$ cat config.mk
export PLATFORM = sky130hd
export DESIGN_NAME = exibidor_sequencia
export DESIGN_NICKNAME = d
export VERILOG_FILES = /design/src/rtl/exibidor_sequencia.sv
export SDC_FILE = /design/constraint.sdc
export NUM_CORES = 1
export LEC_CHECK = 0
export CAP_MARGIN = 40
export CORE_MARGIN = 1.5
export CORE_UTILIZATION = 52
export DETAILED_ROUTE_END_ITERATION = 7
export MAX_ROUTING_LAYER = met4
export PLACE_DENSITY = 0.78
export SLEW_MARGIN = 20
export SYNTH_ARGS = -nofsm -noshare
export SYNTH_HDL_FRONTEND = slang
export SYNTH_SLANG_ARGS = --single-unit
export TNS_END_PERCENT = 20
$ cat constraint.sdc
create_clock -name clock -period 2.8 [get_ports clock]
set_clock_uncertainty 0.1 [all_clocks]
set_input_delay 0.7 -clock clock [delete_from_list [all_inputs] [get_ports clock]]
set_output_delay 0.7 -clock clock [all_outputs]
set_load 0.02 [all_outputs]
$ cat src/rtl/exibidor_sequencia.sv
// LED sequence player: shows memory words 0..limite on the LEDs with
// programmable lit/dark times, a fast mode, an abort and a completion pulse.
module exibidor_sequencia #(
   parameter int N_LEDS     = 4,
   parameter int ADDR_W     = 4,
   parameter int CNT_W      = 12,
   parameter int T_ON       = 500,
   parameter int T_OFF      = 250,
   parameter int T_ON_FAST  = 250,
   parameter int T_OFF_FAST = 125
) (
   input  logic              clock,
   input  logic              reset,
   input  logic              iniciar,
   input  logic              abortar,
   input  logic [ADDR_W-1:0] limite,
   input  logic              rapido,
   output logic [ADDR_W-1:0] endereco,
   input  logic [N_LEDS-1:0] dado,
   output logic [N_LEDS-1:0] leds,
   output logic              mostrando,
   output logic              pronto,
   output logic [2:0]        db_estado
);

   localparam logic [2:0] OCIOSO  = 3'd0;
   localparam logic [2:0] CARREGA = 3'd1;
   localparam logic [2:0] ACESO   = 3'd2;
   localparam logic [2:0] APAGADO = 3'd3;
   localparam logic [2:0] FIM     = 3'd4;

   // The timer counts 0..duration-1, so compare against the last value
   localparam logic [CNT_W-1:0] ON_LAST       = CNT_W'(T_ON - 1);
   localparam logic [CNT_W-1:0] OFF_LAST      = CNT_W'(T_OFF - 1);
   localparam logic [CNT_W-1:0] ON_FAST_LAST  = CNT_W'(T_ON_FAST - 1);
   localparam logic [CNT_W-1:0] OFF_FAST_LAST = CNT_W'(T_OFF_FAST - 1);

   logic [2:0]        estado;
   logic [ADDR_W-1:0] limite_reg;
   logic              rapido_reg;
   logic [CNT_W-1:0]  timer;
   logic [CNT_W-1:0]  on_last;
   logic [CNT_W-1:0]  off_last;

   always_comb begin
      on_last  = rapido_reg ? ON_FAST_LAST : ON_LAST;
      off_last = rapido_reg ? OFF_FAST_LAST : OFF_LAST;
   end

   always_ff @(posedge clock or negedge reset) begin
      if (!reset) begin
         estado     <= OCIOSO;
         endereco   <= '0;
         leds       <= '0;
         limite_reg <= '0;
         rapido_reg <= 1'b0;
         timer      <= '0;
      end else begin
         case (estado)
            OCIOSO: begin
               endereco <= '0;
               leds     <= '0;
               timer    <= '0;
               if (iniciar) begin
                  limite_reg <= limite;
                  rapido_reg <= rapido;
                  estado     <= CARREGA;
               end
            end
            CARREGA: begin
               if (abortar) begin
                  estado   <= OCIOSO;
                  leds     <= '0;
                  endereco <= '0;
                  timer    <= '0;
               end else begin
                  leds   <= dado;
                  timer  <= '0;
                  estado <= ACESO;
               end
            end
            ACESO: begin
               if (abortar) begin
                  estado   <= OCIOSO;
                  leds     <= '0;
                  endereco <= '0;
                  timer    <= '0;
               end else if (timer == on_last) begin
                  leds   <= '0;
                  timer  <= '0;
                  estado <= APAGADO;
               end else begin
                  timer <= timer + 1'b1;
               end
            end
            APAGADO: begin
               // The last entry goes to FIM before endereco can wrap
               if (abortar) begin
                  estado   <= OCIOSO;
                  leds     <= '0;
                  endereco <= '0;
                  timer    <= '0;
               end else if (timer == off_last) begin
                  timer <= '0;
                  if (endereco == limite_reg) begin
                     estado <= FIM;
                  end else begin
                     endereco <= endereco + 1'b1;
                     estado   <= CARREGA;
                  end
               end else begin
                  timer <= timer + 1'b1;
               end
            end
            FIM: begin
               estado   <= OCIOSO;
               leds     <= '0;
               endereco <= '0;
               timer    <= '0;
            end
            default: begin
               estado   <= OCIOSO;
               leds     <= '0;
               endereco <= '0;
               timer    <= '0;
            end
         endcase
      end
   end

   assign mostrando = (estado == CARREGA) || (estado == ACESO) || (estado == APAGADO);
   assign pronto    = (estado == FIM);
   assign db_estado = estado;

endmodule

==> flow_summary.yaml <==
outcome:
  outcome: "finished clean"
route:
  route.antenna.remaining_nets: 0
  routedWlPerCell_um: 14.7
  vias_per_cell: 5.92
  vias: 1207
  drc_errors: 0
  drt_iter0_markers: 36
  drt-pass1-iter-count: 4
  wl_um: 3000
finish:
  largest_reg_flops: 12
  drive_gt1_frac: 0.116
  mostFrequentLayoutCells: "28 x dfrtp_1, 25 x clkdlybuf4s50_1, 18 x nor2_1"
  stdcell_count: 204
  final_common_cell: "dfrtp_1"
  fin_util: 0.676
  top_register: "timer"
  num_antenna_cells: 0
  areaGrowthSynthToFinish_pct: 23.0
  nNetsFinal: 189
clocking:
  cts_setup_buffers: 0
  clock_latency_ps: 320
  cts_buffers: 3
  holdBufCountCts: 0
  cts.sink_count: 28
  ctsResizeCount: 0
  ctsHtreeMaxLevel: 1
  cts_buffer_depth: 2
  cts_tree: "built"
  clk_pin_slew_worst_paths_ps: 140
  root_buffer: "clkbuf_4"
floorplan:
  core_area_um2: 2760
  rows: 19
  fp.dieW_um: 57.0
  fp.dieH_um: 57.0
  boundaryPins: 26
  dieArea_um2: 3250
  initial_utilization: 0.549
critical_path:
  startpoint: "db_estado[0]"
  path_cells: "nor2_1 -> and2_1 -> clkdlybuf4s50_1"
  timing.rr.start: "timer[0]"
  reg2reg_setup_slack_ps: 530
  critical_path_class: "reg2out"
  setup.worst_path.end: "pronto"
  r2r_cells: 4
  r2r-end: "timer[11]"
  worstPathArrival_ps: 1720
  cpPeakStageDelay_ps: 590
  end_kind: "output pin"
  path_max_fanout: 11
  start_kind: "flop"
  cp_slowest_cell: "clkdlybuf4s50_1"
  cp.required_ps: 2000
sta:
  hold_viol_final: 0
  hold_ws_ps: 422
  min_period_ps: 2520
  post-route-period-util: 0.900
  slew_violations: 0
  worst_pin_slew_ps: 662
  fin_setup_tns_ps: 0
  rsz0062_at_grt: "false"
  clock.fmax_mhz: 397
  setup_violations: 0
  slew_headroom: 0.552
place:
  dp_cells: 200
  hpwl_um: 2310
  port_buffers: 25
  place.gp.congestion: 0.823
synth:
  postSynthAreaPerCell_um2: 10.5
  syn_area_um2: 1520
  syn_nets: 159
  netlist.area_leader.share: 0.462
  yosysWarnings: 0
  synth-edff-count: 0
  synth_area_leaders: "dfrtp_1 46%, xnor2_1 7.5%, nor2_1 4.5%, mux2_2 3.7%, and4bb_2 2.5%"
  synth.distinct_cells: 42
  syn_inst: 144
  synth_top_cell_by_area: "dfrtp_1"
  yosysSeqAreaShare: 0.462
  ys_ff_latch: 28
  ys.flop_type: "dfrtp_1"
  ys_async_sr_fraction: 1.00
power:
  combPwrFrac: 0.316
  p_int_w: 0.000810
  p_sw_frac: 0.313
  peakVddDrop_mv: 0.516
  leakage_nw: 0.721
  clock_power_share: 0.219
  power_frac_seq: 0.465
  switchingPower_w: 0.000369
  p_per_area_nw_per_um2: 633
global_routing:
  antenna_found_initial: 0
  grt_start_max_net_pins: 29
  grt_overflow_total: 0
  grtUsageTotal: 0.211
  grt_pass1_wl_um: 5300
  grt_pass1_vias: 1213
flow_run:
  maxCapViolations: 0
worst_hold_path:
  hold_path.class: "reg2reg"
## power groups by stage
stage | combinational (W) | sequential (W) | clock, W
floorplan | 0.000246 | 0.000549 | 0
global placement | 0.000365 | 0.000554 | 0
detailed placement | 0.000374 | 0.000557 | 0
CTS | 0.000376 | 0.000549 | 0.000270
global route | 0.000405 | 0.000563 | 0.000280
finish | 0.000373 | 0.000548 | 0.000259
## cells in the mapped netlist (2+ instances only)
cell type  number
dfrtp_1        28
nor2_1         18
xnor2_1        13
nand2_1         9
nand3_1         7
and2_1          5
mux2_2          5
nor3_1          5
a22o_1          4
inv_1           4
and4bb_2        3
clkbuf_1        2
ha_1            2
nand4_1         2
nor2b_1         2
nor4_1          2
nor4b_1         2
o211ai_1        2
o21ai_0         2
o311ai_0        2
or4_1           2
or4bb_1         2
xor2_1          2
## critical path: cells and delay by family (launching register included)
family,cells,cell delay (ps)
and+or+nand+nor,2,290
DFF,1,520
buffers and inverters,1,590
## layout make-up
type	instances	area, µm²
well taps	31	38.8
clock buffers	3	22.5
fillers	229	893
inverters	4	15.0
repair buffers	28	273
clock inverters	1	30.0
flip-flops and latches	28	701
multi-input cells	109	785
## per-stage QoR
step           setup slack [ps]  power [W]  cell area [µm²]
2_1_floorplan               726   0.000795             1520
3_3_place_gp                300   0.000919             1810
3_5_place_dp                246   0.000931             1810
6_report                    280    0.00118             1860
4_1_cts                     261    0.00119             1860
5_1_grt                     189    0.00125             1860
## routing by layer
| layer | share of wire | wire length (µm) | GRT usage | up-vias |
|---|---|---|---|---|
| met2 | 0.51 | 1530 | 0.337 | 26 |
| met5 | 0 | 0 | - | - |
| met1 | 0.45 | 1340 | 0.280 | 592 |
| li1 | - | - | - | 585 |
| met4 | 0.0090 | 27 | 0.0764 | 0 |
| met3 | 0.037 | 110 | 0.0249 | 4 |
## cell families (layout without fill, tap and decap cells)
kind of cell	Yosys count	in the layout	synth area share
compound gates	20	20	0.121
simple gates	67	67	0.256
fa+ha+maj	2	2	0.0165
flops	28	28	0.462
mux	5	5	0.0372
xor+xnor	15	15	0.0867
buf+inv	7	36	0.0198
## worst min-delay path by stage
stage / from / to / cells after the start
2_1_floorplan: reset / db_estado[0] / 0
3_3_place_gp: leds[0] / leds[0] / 1
3_5_place_dp: leds[0] / leds[0] / 1
4_1_cts: leds[0] / leds[0] / 1
5_1_grt: leds[1] / leds[1] / 1
6_report: leds[0] / leds[0] / 1
Note: power is estimated with default switching activity, not from simulation.
